<file path="config.mk">
export PLATFORM = sky130hd
export DESIGN_NAME = uart_rx_core_flat
export DESIGN_NICKNAME = d
export VERILOG_FILES = /design/src/rtl/uart_pkg.sv /design/src/rtl/uart_rx_core_if.sv /design/src/rtl/uart_rx_fifo.sv /design/src/rtl/uart_rx_core.sv /design/src/flat_wrapper.sv
export SDC_FILE = /design/constraint.sdc
export NUM_CORES = 1
export LEC_CHECK = 0
export CAP_MARGIN = 40
export CELL_PAD_IN_SITES_DETAIL_PLACEMENT = 0
export CELL_PAD_IN_SITES_GLOBAL_PLACEMENT = 1
export CORE_UTILIZATION = 34
export CTS_CLUSTER_SIZE = 25
export DETAILED_ROUTE_END_ITERATION = 10
export GPL_TIMING_DRIVEN = 0
export PLACE_DENSITY = 0.65
export SLEW_MARGIN = 20
export SYNTH_ARGS = -nofsm -noshare
export SYNTH_HDL_FRONTEND = slang
export SYNTH_SLANG_ARGS = --single-unit
</file>
<file path="constraint.sdc">
create_clock -name clk -period 3.4 [get_ports clk]
set_clock_uncertainty 0.05 [all_clocks]
set_input_delay 0.51 -clock clk [delete_from_list [all_inputs] [get_ports clk]]
set_output_delay 0.51 -clock clk [all_outputs]
set_load 0.05 [all_outputs]
</file>
<file path="src/rtl/uart_pkg.sv">
// Shared types and helpers for the UART receive path.
package uart_pkg;

  typedef enum logic [1:0] {
    PAR_NONE = 2'd0,
    PAR_EVEN = 2'd1,
    PAR_ODD  = 2'd2
  } parity_e;

  typedef enum logic [2:0] {
    IDLE   = 3'd0,
    START  = 3'd1,
    DATA   = 3'd2,
    PARITY = 3'd3,
    STOP   = 3'd4
  } rx_state_e;

  // Centre tick of a bit period; majority samples sit at M-1, M, M+1.
  function automatic int unsigned mid_tick(input int unsigned oversample);
    return oversample / 2;
  endfunction

endpackage

</file>
<file path="src/rtl/uart_rx_core_if.sv">
// Consumer-side receive stream: head-of-FIFO frame with valid/ready.
interface uart_rx_core_if #(
  parameter int unsigned DATA_BITS = 8
) ();

  logic [DATA_BITS-1:0] rx_data;
  logic                 rx_perr;
  logic                 rx_ferr;
  logic                 rx_valid;
  logic                 rx_ready;

  modport master (
    output rx_data,
    output rx_perr,
    output rx_ferr,
    output rx_valid,
    input  rx_ready
  );

  modport slave (
    input  rx_data,
    input  rx_perr,
    input  rx_ferr,
    input  rx_valid,
    output rx_ready
  );

endinterface

</file>
<file path="src/rtl/uart_rx_fifo.sv">
// Synchronous frame FIFO with a registered head word; DEPTH must be a power of 2.
module uart_rx_fifo #(
  parameter int unsigned WIDTH = 10,
  parameter int unsigned DEPTH = 4
) (
  input  logic             clk,
  input  logic             rst_n,
  input  logic             push,
  input  logic [WIDTH-1:0] din,
  input  logic             pop,
  output logic [WIDTH-1:0] head_data,
  output logic             head_valid,
  output logic             full_c
);

  localparam int unsigned PW = $clog2(DEPTH);
  localparam int unsigned CW = $clog2(DEPTH + 1);

  logic [WIDTH-1:0] mem_q [DEPTH];
  logic [WIDTH-1:0] mem_d [DEPTH];
  logic [PW-1:0]    wr_q, wr_d, rd_q, rd_d;
  logic [CW-1:0]    cnt_q, cnt_d;
  logic [WIDTH-1:0] head_q, head_d;
  logic             valid_q, valid_d;
  logic             empty_c, pop_ok_c, push_ok_c;

  // A push into a full FIFO is only accepted when a pop frees a slot in the same cycle.
  always_comb begin
    mem_d     = mem_q;
    wr_d      = wr_q;
    full_c    = (cnt_q == CW'(DEPTH));
    empty_c   = (cnt_q == '0);
    pop_ok_c  = pop & ~empty_c;
    push_ok_c = push & (~full_c | pop_ok_c);
    rd_d      = pop_ok_c ? rd_q + PW'(1) : rd_q;
    if (push_ok_c) begin
      mem_d[wr_q] = din;
      wr_d        = wr_q + PW'(1);
    end
    cnt_d   = cnt_q + CW'(push_ok_c) - CW'(pop_ok_c);
    head_d  = (push_ok_c && (wr_q == rd_d)) ? din : mem_q[rd_d];
    valid_d = (cnt_d != '0);
  end

  always_ff @(posedge clk or negedge rst_n) begin
    if (!rst_n) begin
      for (int i = 0; i < int'(DEPTH); i++) mem_q[i] <= '0;
      wr_q    <= '0;
      rd_q    <= '0;
      cnt_q   <= '0;
      head_q  <= '0;
      valid_q <= 1'b0;
    end else begin
      mem_q   <= mem_d;
      wr_q    <= wr_d;
      rd_q    <= rd_d;
      cnt_q   <= cnt_d;
      head_q  <= head_d;
      valid_q <= valid_d;
    end
  end

  assign head_data  = head_q;
  assign head_valid = valid_q;

endmodule

</file>
<file path="src/rtl/uart_rx_core.sv">
// Oversampled UART receiver: input synchroniser, 3-sample majority vote, frame FSM,
// frame FIFO and sticky overrun flag.
module uart_rx_core
  import uart_pkg::*;
#(
  parameter int unsigned DATA_BITS   = 8,
  parameter int unsigned OVERSAMPLE  = 16,
  parameter int unsigned PARITY_MODE = 0,
  parameter int unsigned STOP_BITS   = 1,
  parameter int unsigned FIFO_DEPTH  = 4,
  parameter int unsigned SYNC_STAGES = 2
) (
  input  logic          clk,
  input  logic          rst_n,
  input  logic          tick_en,
  input  logic          rx,
  input  logic          clr_err,
  output logic          overrun,
  output logic          busy,
  uart_rx_core_if.master rx_if
);

  localparam int unsigned TW = $clog2(OVERSAMPLE);
  localparam int unsigned BW = $clog2(DATA_BITS + 1);
  localparam int unsigned M  = mid_tick(OVERSAMPLE);
  localparam int unsigned FW = DATA_BITS + 2;
  localparam logic [1:0]  PAR_SEL = 2'(PARITY_MODE);

  logic [SYNC_STAGES-1:0] sync_q, sync_d;
  rx_state_e              state_q, state_d;
  logic [TW-1:0]          tcnt_q, tcnt_d;
  logic [BW-1:0]          bcnt_q, bcnt_d;
  logic [DATA_BITS-1:0]   data_q, data_d;
  logic [1:0]             samp_q, samp_d;
  logic                   perr_q, perr_d;
  logic                   ferr_q, ferr_d;
  logic                   arm_q, arm_d;
  logic                   overrun_q, overrun_d;
  logic                   busy_q, busy_d;

  logic                   rx_s, maj_c, mid_c, last_c, push_c, pop_c, full_c, head_valid;
  logic [FW-1:0]          push_data_c, head_data;

  assign sync_d = {sync_q[SYNC_STAGES-2:0], rx};
  assign rx_s   = sync_q[SYNC_STAGES-1];

  // Frame FSM; counters and samples only move on tick_en.
  always_comb begin
    state_d     = state_q;
    tcnt_d      = tcnt_q;
    bcnt_d      = bcnt_q;
    data_d      = data_q;
    samp_d      = samp_q;
    perr_d      = perr_q;
    ferr_d      = ferr_q;
    arm_d       = arm_q | rx_s;
    push_c      = 1'b0;
    maj_c       = (samp_q[0] & samp_q[1]) | (samp_q[0] & rx_s) | (samp_q[1] & rx_s);
    mid_c       = (tcnt_q == TW'(M + 1));
    last_c      = (tcnt_q == TW'(OVERSAMPLE - 1));
    push_data_c = '0;
    if (tick_en) begin
      if (state_q == IDLE) begin
        if (!rx_s && arm_q) begin
          state_d = START;
          tcnt_d  = '0;
          bcnt_d  = '0;
          perr_d  = 1'b0;
          ferr_d  = 1'b0;
        end
      end else begin
        tcnt_d = last_c ? '0 : tcnt_q + TW'(1);
        if (tcnt_q == TW'(M - 1)) samp_d[0] = rx_s;
        if (tcnt_q == TW'(M))     samp_d[1] = rx_s;
        case (state_q)
          START: begin
            if (mid_c && maj_c) begin
              state_d = IDLE;
            end else if (last_c) begin
              state_d = DATA;
              bcnt_d  = '0;
            end
          end
          DATA: begin
            if (mid_c) begin
              for (int unsigned i = 0; i < DATA_BITS; i++) begin
                if (bcnt_q == BW'(i)) data_d[i] = maj_c;
              end
            end
            if (last_c) begin
              if (bcnt_q == BW'(DATA_BITS - 1)) begin
                bcnt_d  = '0;
                state_d = (PAR_SEL != PAR_NONE) ? PARITY : STOP;
              end else begin
                bcnt_d = bcnt_q + BW'(1);
              end
            end
          end
          PARITY: begin
            if (mid_c) perr_d = (PAR_SEL == PAR_ODD) ? (maj_c != ~^data_q) : (maj_c != ^data_q);
            if (last_c) state_d = STOP;
          end
          STOP: begin
            if (mid_c && !maj_c) ferr_d = 1'b1;
            // Leave half a bit early on the last stop bit to absorb baud mismatch.
            if (mid_c && (bcnt_q == BW'(STOP_BITS - 1))) begin
              push_c      = 1'b1;
              push_data_c = {perr_q, ferr_d, data_q};
              state_d     = IDLE;
              if ((data_q == '0) && ferr_d) arm_d = 1'b0;
            end else if (last_c) begin
              bcnt_d = bcnt_q + BW'(1);
            end
          end
          default: state_d = IDLE;
        endcase
      end
    end
    busy_d = (state_d != IDLE);
  end

  assign pop_c = head_valid & rx_if.rx_ready;

  // Sticky drop flag; clearing has priority over a same-cycle drop.
  always_comb begin
    overrun_d = clr_err ? 1'b0 : (overrun_q | (push_c & full_c & ~pop_c));
  end

  always_ff @(posedge clk or negedge rst_n) begin
    if (!rst_n) begin
      sync_q    <= '1;
      state_q   <= IDLE;
      tcnt_q    <= '0;
      bcnt_q    <= '0;
      data_q    <= '0;
      samp_q    <= '0;
      perr_q    <= 1'b0;
      ferr_q    <= 1'b0;
      arm_q     <= 1'b0;
      overrun_q <= 1'b0;
      busy_q    <= 1'b0;
    end else begin
      sync_q    <= sync_d;
      state_q   <= state_d;
      tcnt_q    <= tcnt_d;
      bcnt_q    <= bcnt_d;
      data_q    <= data_d;
      samp_q    <= samp_d;
      perr_q    <= perr_d;
      ferr_q    <= ferr_d;
      arm_q     <= arm_d;
      overrun_q <= overrun_d;
      busy_q    <= busy_d;
    end
  end

  uart_rx_fifo #(
    .WIDTH (FW),
    .DEPTH (FIFO_DEPTH)
  ) u_fifo (
    .clk        (clk),
    .rst_n      (rst_n),
    .push       (push_c),
    .din        (push_data_c),
    .pop        (pop_c),
    .head_data  (head_data),
    .head_valid (head_valid),
    .full_c     (full_c)
  );

  assign rx_if.rx_data  = head_data[DATA_BITS-1:0];
  assign rx_if.rx_ferr  = head_data[DATA_BITS];
  assign rx_if.rx_perr  = head_data[DATA_BITS+1];
  assign rx_if.rx_valid = head_valid;
  assign overrun        = overrun_q;
  assign busy           = busy_q;

endmodule
</file>
<file path="src/flat_wrapper.sv">
// flat-port wrapper written by rule: the top's interface ports become plain ports
module uart_rx_core_flat import uart_pkg::*;
#(
  parameter int unsigned DATA_BITS   = 8,
  parameter int unsigned OVERSAMPLE  = 16,
  parameter int unsigned PARITY_MODE = 0,
  parameter int unsigned STOP_BITS   = 1,
  parameter int unsigned FIFO_DEPTH  = 4,
  parameter int unsigned SYNC_STAGES = 2
)
  (clk, rst_n, tick_en, rx, clr_err, overrun, busy, rx_if_rx_data, rx_if_rx_perr, rx_if_rx_ferr, rx_if_rx_valid, rx_if_rx_ready);
  uart_rx_core_if #(.DATA_BITS(DATA_BITS)) rx_if_i ();
  input  logic clk;
  input  logic rst_n;
  input  logic tick_en;
  input  logic rx;
  input  logic clr_err;
  output logic overrun;
  output logic busy;
  output wire logic [$bits(rx_if_i.rx_data)-1:0] rx_if_rx_data;
  output wire logic [$bits(rx_if_i.rx_perr)-1:0] rx_if_rx_perr;
  output wire logic [$bits(rx_if_i.rx_ferr)-1:0] rx_if_rx_ferr;
  output wire logic [$bits(rx_if_i.rx_valid)-1:0] rx_if_rx_valid;
  input wire logic [$bits(rx_if_i.rx_ready)-1:0] rx_if_rx_ready;
  assign rx_if_rx_data = rx_if_i.rx_data;
  assign rx_if_rx_perr = rx_if_i.rx_perr;
  assign rx_if_rx_ferr = rx_if_i.rx_ferr;
  assign rx_if_rx_valid = rx_if_i.rx_valid;
  assign rx_if_i.rx_ready = rx_if_rx_ready;
  uart_rx_core #(.DATA_BITS(DATA_BITS), .OVERSAMPLE(OVERSAMPLE), .PARITY_MODE(PARITY_MODE), .STOP_BITS(STOP_BITS), .FIFO_DEPTH(FIFO_DEPTH), .SYNC_STAGES(SYNC_STAGES)) u_core (.clk(clk), .rst_n(rst_n), .tick_en(tick_en), .rx(rx), .clr_err(clr_err), .overrun(overrun), .busy(busy), .rx_if(rx_if_i));
endmodule
</file>
Yosys cells after proc, flatten, opt, wreduce, memory -nomap -nowiden

Index checks and enable logic that the tools add are counted.

Add/sub/neg operators: 6
Order comparisons: 3
Equal/unequal tests: 24
Multiplexer cells: 53
Bitwise logic cells: 19
Reduce and logical (&&, ||, !) cells: 34

Operators with widths:

| kind                | number |
|---|---|
| $mux 10             | 8 |
| $bwmux 40           | 1 |
| $mux 4              | 10 |
| $reduce_and 5->1    | 8 |
| $mux 3              | 9 |
| $bmux 10 s2         | 1 |
| $demux 10 s2        | 1 |
| $eq 4x3->1 const B  | 5 |
| $mux 1              | 20 |
| $eq 4x4->1 const B  | 3 |
| $pmux 3 s4          | 1 |
| $pmux 4 s3          | 1 |
| $ne 3x1->1 const B  | 3 |
| $reduce_and 3->1    | 3 |
| $add 4x1->4 const B | 2 |
| $and 1x1->1         | 8 |
| $eq 4x2->1 const B  | 2 |
| $logic_not 8->1     | 1 |
| $reduce_and 8->1    | 1 |
| $reduce_xor 8->1    | 1 |
| $logic_and 1x1->1   | 7 |
| $eq 3x2->1 const B  | 2 |
| $eq 3x3->1 const B  | 2 |
| $ge 3x3->1 const B  | 2 |
| 22 further kinds    | 37 |

Bits in registers: 86
Input bits: 6
Output and inout port bits: 13
Logic and storage cells: 167

Logic depth before layout (Yosys ltp)

Gate-level depths: netlist (run 1).

Depth after elaboration: 15
Gate-level depth with buffers: 12
Depth with buffers taken out: 11

Hierarchy

From an unflattened synthesis (run 1), not the netlist that was laid out.

Cell total of the unflattened synthesis: 430
Area total of the unflattened synthesis: 4837.1 µm²

Modules (own cells, without submodules):

| module       | times used | cells an instance | area an instance (µm²) | seq. area each (µm²) |
|---|---|---|---|---|
| uart_rx_fifo | 1          | 248               | 3075.4                 | 1451.4 |
| uart_rx_core | 1          | 182               | 1761.7                 | 703.2 |

Worst setup path before layout (run 1)

No wires, ideal clock.

Kind: register to register
Start: reg u_core.bcnt_q[0]
End: reg u_core.u_fifo.valid_q, in the netlist u_core.u_fifo.head_valid
Setup time: 0.131 ns
Arrival time: 3.026 ns
Required time: 3.219 ns
Setup slack: 0.193 ns
Cell stages (with the launch flop): 13
Buffers on the path: 1
Period minus slack after synthesis: 3.207 ns
Cell sequence: dfrtp_1 inv_1 ha_1 or3b_4 a2111oi_4 buf_6 inv_1 ha_1 inv_1 ha_1 fa_1 xnor2_1 or3_1

Longest elaborated chain between the ends: 10

Ends and longest elaborated chain:

| what                             | RTL line            | RTL |
|---|---|---|
| start, declared                  | uart_rx_core.sv:32  | `logic [BW-1:0] bcnt_q, bcnt_d;` |
| start signal, assigned           | uart_rx_core.sv:146 | `bcnt_q <= bcnt_d;` |
| $logic_not 4->1                  | uart_rx_core.sv:106 | `if (mid_c && (bcnt_q == BW'(STOP_BITS - 1))) begin` |
| $logic_and 1x1->1                | uart_rx_core.sv:106 |  |
| $mux 1                           | uart_rx_core.sv:106 |  |
| $mux 1                           | uart_rx_core.sv:75  | `case (state_q)` |
| $mux 1                           | uart_rx_core.sv:63  | `if (state_q == IDLE) begin` |
| $mux 1                           | uart_rx_core.sv:62  | `if (tick_en) begin` |
| $and 1x1->1                      | uart_rx_fifo.sv:34  | `push_ok_c = push & (~full_c \| pop_ok_c);` |
| $add 3x1->3                      | uart_rx_fifo.sv:40  | `cnt_d = cnt_q + CW'(push_ok_c) - CW'(pop_ok_c);` |
| $sub 3x1->3                      | uart_rx_fifo.sv:40  |  |
| named net u_core.u_fifo.cnt_d[2] | uart_rx_fifo.sv:22  | `logic [CW-1:0] cnt_q, cnt_d;` |
| $reduce_bool 3->1                | uart_rx_fifo.sv:42  | `valid_d = (cnt_d != '0);` |
| named net u_core.u_fifo.valid_d  | uart_rx_fifo.sv:24  | `logic valid_q, valid_d;` |
| end signal, assigned             | uart_rx_fifo.sv:59  | `valid_q <= valid_d;` |
| end, declared                    | uart_rx_fifo.sv:24  |  |

The timed path passes the listed nets, and every way through them passes these cells.
A chain may end at the register's enable or synchronous reset.

Worst setup path after layout (run 1)

Same ends and word-level chain as after synthesis.

==> results.toml, run 1 <==
[run_status]
run_status = "finished, final reports clean"

[grt]
antenna_found_initial = 0
grt_overflow = 0
grt-busiest-layer = "met2"
grtUsageTotal = 0.190
use_met1 = 0.249
use_met3 = 0.0346
grt_pass1_wl_um = 21700
use_met2 = 0.310
grt_pass1_vias = 4032
grt_max_degree = 46

[sta]
hold_slack_ps = 103
hold_violations = 0
worstMarginPinSlew_ps = 744
setup_viol = 0
fmax_ghz = 0.308
fin_crit_ps = 3250
finalMaxSlewViolations = 0
slew_headroom = 0.497
period_share = 0.956
fin_setup_tns_ps = 0

[synthesis]
synth_flop_cell = "dfrtp_1"
yosys_warnings = 0
synth_edf_count = 0
synth_area_leader_cell = "dfrtp_1"
synth.distinct_cells = 72
netlist_area_um2 = 5010
syn_nets = 559
synth-seq-cells = 86
syn_area_per_cell_um2 = 9.36
async_flop_share = 1.00
synth_area_leaders = "dfrtp_1, nor3_1, ha_1, o21ai_0, nand2_1"
synthDominantCellAreaShare = 0.420
netlist_instances = 535
seq_area_frac_synth = 0.430

[worst_setup_path]
crit_chain = "inv_1 > ha_4 > or3b_4 > a2111oi_4 > buf_6 > inv_1 > ha_1 > inv_1 > ha_1 > fa_1 > or3_1"
crit_path_frequent_cell = "inv_1"
start_kind = "flop"
crit_arrival_ps = 3420
crit_slowest_cell = "fa_1"
slowest_delay_ps = 460
critPathMaxFanout = 6
criticalPathCategory = "flop to flop"
end_kind = "flop"
path_buf_inv = 4
crit_family = "adder cells"
worstPathRequired_ps = 3570

[detailed_routing]
drc = 0
num_vias = 4044
first_pass_iters = 5
wl_per_cell_um = 17.5
drt-initial-drc-count = 224
antenna_left = 0
vias_per_cell = 5.37
totalWireLength_um = 13100

[floorplan]
die_area_um2 = 15200
start_util = 0.355
fp-row-count = 43
ios = 19
die_h_um = 123
design.core.area_um2 = 14100
die_w_um = 123

[clocking]
cts_tree = "done"
clk_latency_ps = 350
clock-sinks = 86
clockBufferDepth = 2
clk_pin_slew_worst_paths_ps = 60
numCtsBuffers = 9
h-tree-depth = 3
root_buffer = "clkbuf_16"
cts_hold_buf = 0

[layout]
nets = 593
postLayoutCoreUtil = 0.409
area.growth.synth_to_final_pct = 15.3
diodes = 0
final_cell_mix = "dfrtp_1, nor3_1, nand2_1"
drive_gt1_frac = 0.147
final_common_cell = "dfrtp_1"

[pwr]
power.density_nw_per_um2 = 749
leakage_uw = 0.00251
ir_drop_mv = 0.273

[placed_design]
dp_hpwl_um = 9470
place_congestion = 0.796
numPortBuffers = 18

[worst_hold_path]
hp-class = "primary input to asynchronous set/reset pin"

[run]
cap_violations = 0
[timing repair]
| action | 4_1_cts | 5_1_grt |
|---|---|---|
| setup endpoints to repair | 1 | 1 |
| gates resized for setup | 0 | 3 |
| pin swaps | 1 | 1 |
| buffers inserted | 1 | 3 |
[path summary, 6_finish.rpt]
path	startpoint	end	slack, ps	cells after the start
worst min-delay path	rst_n	u_core.u_fifo.rd_q[1]	100	1
worst max-delay path	u_core.bcnt_q[0]	u_core.u_fifo.head_valid	150	11
worst max register to register	u_core.bcnt_q[0]	u_core.u_fifo.head_valid	150	11
worst min register to register	u_core.sync_q[0]	u_core.sync_q[1]	310	0
max in group asynchronous	rst_n	u_core.bcnt_q[0]	2550	2
min in group clk	u_core.sync_q[0]	u_core.sync_q[1]	310	0
[cell type report]
cell class	count	area [um2]
multi-input cells	386	2520
plain buffers	33	229
fillers	1414	8320
inverters	30	113
clock buffers	11	243
repair buffers	23	235
clock inverters	4	47.5
flip-flops and latches	86	2160
well taps	180	225
[sequential cells by signal, summed over array words and instances (netlist names)]
signal                    flops
u_core.bcnt_q                 4
u_core.u_fifo.head_valid      1
u_core.ferr_q                 1
u_core.state_q                3
u_core.overrun                1
u_core.u_fifo.rd_q            2
u_core.samp_q                 2
u_core.u_fifo.cnt_q           3
u_core.u_fifo.head_data      10
u_core.u_fifo.wr_q            2
u_core.arm_q                  1
u_core.perr_q                 1
u_core.tcnt_q                 4
u_core.busy                   1
u_core.u_fifo.mem_q          40
u_core.data_q                 8
u_core.sync_q                 2
[per-layer routing]
| layer | vias to the layer above | part of all wire |
|---|---|---|
| li1 | 1998 | - |
| met1 | 1978 | 0.47 |
| met2 | 60 | 0.48 |
| met3 | 8 | 0.038 |
| met4 | 0 | 0.0097 |
| met5 | - | 0 |
[cell families after synthesis]
kind of cell,Yosys count,synth area share
and+or+nand+nor,214,0.235
AOI/OAI and AO/OA,125,0.156
DFF,86,0.430
buffers and inverters,63,0.0682
adders and majority gates,20,0.0505
muxes,15,0.0387
xor gates and xnor gates,12,0.0210
[report_power, final]
group          switching, uW  leakage (uW)  total [uW]  internal [uW]
registers               94.2       0.00110        1260           1160
logic                   1240       0.00126        2080            845
clock network            403      0.000141         986            583
total                   1730       0.00251        4320           2590
[per-stage QoR]
stage                     setup slack, ps  std cells  power, uW  cell area, um2
after floorplan                       193        535       2810            5010
after global placement              -1480        733       3320            5410
after detailed placement             -268        734       3330            5440
after CTS                            87.0        750       4340            5740
after global routing                -2.18        753       4610            5770
final                                 150        753       4320            5770
[cells in the mapped netlist, types with 3 or more instances]
master,number
dfrtp_1,84
nor3_1,72
nand2_1,52
o21ai_0,42
inv_1,29
a21oi_1,26
o21ai_1,18
ha_1,17
nand3_1,17
nor2_1,14
clkbuf_1,10
mux2_2,10
o22ai_1,9
xnor2_1,9
buf_2,8
or4_1,8
or4_4,8
buf_6,6
a21o_1,4
a31oi_1,4
clkbuf_8,4
nand3b_1,4
o31ai_1,4
or3_1,4
a41o_1,3
and3_1,3
nand2_2,3
nand2b_1,3
nand4b_1,3
nor2b_1,3
xor2_1,3
Power figures use the tool's default switching activity.
==> run 2, diff against run 1 <==
--- a/config.mk
+++ b/config.mk
@@ -13,7 +13,7 @@
 export DETAILED_ROUTE_END_ITERATION = 10
 export GPL_TIMING_DRIVEN = 0
 export PLACE_DENSITY = 0.65
-export SLEW_MARGIN = 20
+export SLEW_MARGIN = 0
 export SYNTH_ARGS = -nofsm -noshare
 export SYNTH_HDL_FRONTEND = slang
 export SYNTH_SLANG_ARGS = --single-unit
==> results of run 2 <==
The final DEF is identical to that of run 1; final timing and power are the same.
==> run 3, diff against run 2 <==
--- a/config.mk
+++ b/config.mk
@@ -8,12 +8,14 @@
 export CAP_MARGIN = 40
 export CELL_PAD_IN_SITES_DETAIL_PLACEMENT = 0
 export CELL_PAD_IN_SITES_GLOBAL_PLACEMENT = 1
-export CORE_UTILIZATION = 34
+export CORE_ASPECT_RATIO = 0.7
+export CORE_UTILIZATION = 45
 export CTS_CLUSTER_SIZE = 25
 export DETAILED_ROUTE_END_ITERATION = 10
 export GPL_TIMING_DRIVEN = 0
-export PLACE_DENSITY = 0.65
+export PLACE_DENSITY = 0.8
 export SLEW_MARGIN = 0
 export SYNTH_ARGS = -nofsm -noshare
 export SYNTH_HDL_FRONTEND = slang
+export SYNTH_HIERARCHICAL = 1
 export SYNTH_SLANG_ARGS = --single-unit
==> run 3 against run 2 <==
Against the previous run:
- combinational power fell by 17%
- via count fell by 14%
- final cell count fell by 21%
- critical path type unchanged
- register-to-register slack improved by 30 ps
- sequential cell count did not move
- fmax rose by 0.80%
- global-route usage rose by 2.3 points
- sequential share of layout area rose by 1.7 points
- first-iteration DRC count rose by 26%
- critical path depth did not move
- final area fell by 4.3%
- synthesized cell count fell by 20%
==> results.toml, run 3 <==
[pwr]
leakage_uw = 0.00247
power_uw = 4040
ir_drop_mv = 0.359
power.density_nw_per_um2 = 731

[layout]
final_cells = 598
largest_reg_flops = 40
diodes = 0
final_common_cell = "dfrtp_1"
nFillCells = 909
final-seq-area_um2 = 2150
area.growth.synth_to_final_pct = 14.2
final_cell_mix = "dfrtp_1, mux2_2, inv_1"
regMostFlops = "u_core/u_fifo/mem_q"
postLayoutCoreUtil = 0.531
multi_input_area_um2 = 2470
drive_gt1_frac = 0.245
nets = 484

[clocking]
clockBufferDepth = 2
cts_hold_buf = 0
clk_latency_ps = 350
h-tree-depth = 3
root_buffer = "clkbuf_16"
clk_pin_slew_worst_paths_ps = 70
clock-sinks = 86
cts_tree = "done"
numCtsBuffers = 9

[detailed_routing]
num_vias = 3477
wl_per_cell_um = 18.5
antenna_left = 0
vias_per_cell = 5.81
drt-initial-drc-count = 282
totalWireLength_um = 11100
first_pass_iters = 4
drc = 0

[floorplan]
design.core.area_um2 = 10400
die_w_um = 126
ios = 19
die_h_um = 88.7
start_util = 0.465
fp-row-count = 31
die_area_um2 = 11200

[synthesis]
synth_edf_count = 0
synth-seq-cells = 86
synth_area_leader_cell = "dfrtp_1"
synth_area_leaders = "dfrtp_1, mux2_2, ha_1, mux2_4, xnor2_1"
netlist_instances = 430
synth.distinct_cells = 65
seq_area_frac_synth = 0.445
synthTopCellsByCount = "dfrtp_1, mux2_2, inv_1"
yosys_warnings = 6
syn_area_per_cell_um2 = 11.2
synth_flop_cell = "dfrtp_1"
netlist_area_um2 = 4840
synthDominantCellAreaShare = 0.435
async_flop_share = 1.00
synth_most_common_cell = "dfrtp_1"
syn_nets = 453

[sta]
layout_setup_ws_ps = 176
finalMaxSlewViolations = 0
period_share = 0.948
fin_crit_ps = 3220
setup_viol = 0
fmax_ghz = 0.310
hold_slack_ps = 81.5
slew_headroom = 0.591
hold_violations = 0
worstMarginPinSlew_ps = 614
rsz0062_at_grt = "false"

[worst_setup_path]
critPathMaxFanout = 14
criticalPathCategory = "flop to flop"
end_kind = "flop"
slowest_delay_ps = 470
crit_slowest_cell = "or3b_1"
crit_chain = "or3b_1 > nor4_4 > clkbuf_4 > o211ai_1 > o21ai_0 > a21oi_1 > ha_1 > fa_1 > xnor2_1 > xnor2_1 > or3_1"
start_kind = "flop"
worstPathRequired_ps = 3570
crit_arrival_ps = 3390
crit_family = "simple AND/OR/NAND/NOR gates"
path_buf_inv = 1
crit_path_frequent_cell = "xnor2_1"
reg2reg_setup_slack_ps = 180

[grt]
grt_pass1_wl_um = 18100
grt_overflow = 0
grtUsageTotal = 0.214
grt_pass1_vias = 3470
grt_max_degree = 51
antenna_found_initial = 0

[placed_design]
dp_cells = 580
numPortBuffers = 17
place_ws_ps = -86.0
place_congestion = 0.831
dp_hpwl_um = 7640

[worst_hold_path]
hp-class = "primary input to asynchronous set/reset pin"

[run_status]
run_status = "finished, final reports clean"

[run]
cap_violations = 0
run 3: final timing paths:
kind                                   start                        to  depth (start not counted)
hold / removal                         rst_n          u_core/tcnt_q[0]                          1
setup reg to reg           u_core/state_q[1]  u_core/u_fifo/head_valid                         11
setup / recovery           u_core/state_q[1]  u_core/u_fifo/head_valid                         11
min in group clk            u_core/sync_q[0]          u_core/sync_q[1]                          0
hold reg to reg             u_core/sync_q[0]          u_core/sync_q[1]                          0
max in group asynchronous              rst_n          u_core/sync_q[1]                          2
run 3: what timing repair did:
action	4_1_cts	5_1_grt
resized for setup	0	1
endpoints found under the setup margin	0	1
setup buffers	0	2
run 3: final cells by class:
type / count / share of cell area
buffer: 25 / 0.0256
timing repair buffer: 20 / 0.0381
tap: 132 / 0.0299
sequential: 86 / 0.390
inverter: 20 / 0.0136
clock inverter: 6 / 0.0125
multi-input combinational: 299 / 0.447
clock buffer: 10 / 0.0433
run 3: layer usage:
layer / vias up / global-route usage / wire [um]
met3: 13 / 0.0526 / 588
li1: 1632 / - / -
met4: 0 / 0.0701 / 145
met2: 97 / 0.325 / 4870
met1: 1735 / 0.300 / 5460
met5: - / 0 / 0
run 3: power by group:
group	total (uW)	switching (uW)	internal, uW
Combinational	1730	1020	704
Clock	1010	422	593
Sequential	1290	112	1180
Total	4040	1560	2480
run 3: kinds of logic after synthesis:
logic type | share of synthesized area
AND/OR/NAND/NOR | 0.158
adder cells (fa/ha/maj) | 0.0476
flip-flops | 0.445
XOR/XNOR | 0.0233
AO/OA/AOI/OAI | 0.112
multiplexers | 0.170
buffers and inverters | 0.0442
run 3: through the flow:
stage,setup TNS [ps],cell area [um2]
after CTS,0,5510
after detailed placement,-86.0,5200
after global routing,0,5520
after global placement,-112010,5170
after floorplan,0,4840
final,0,5520
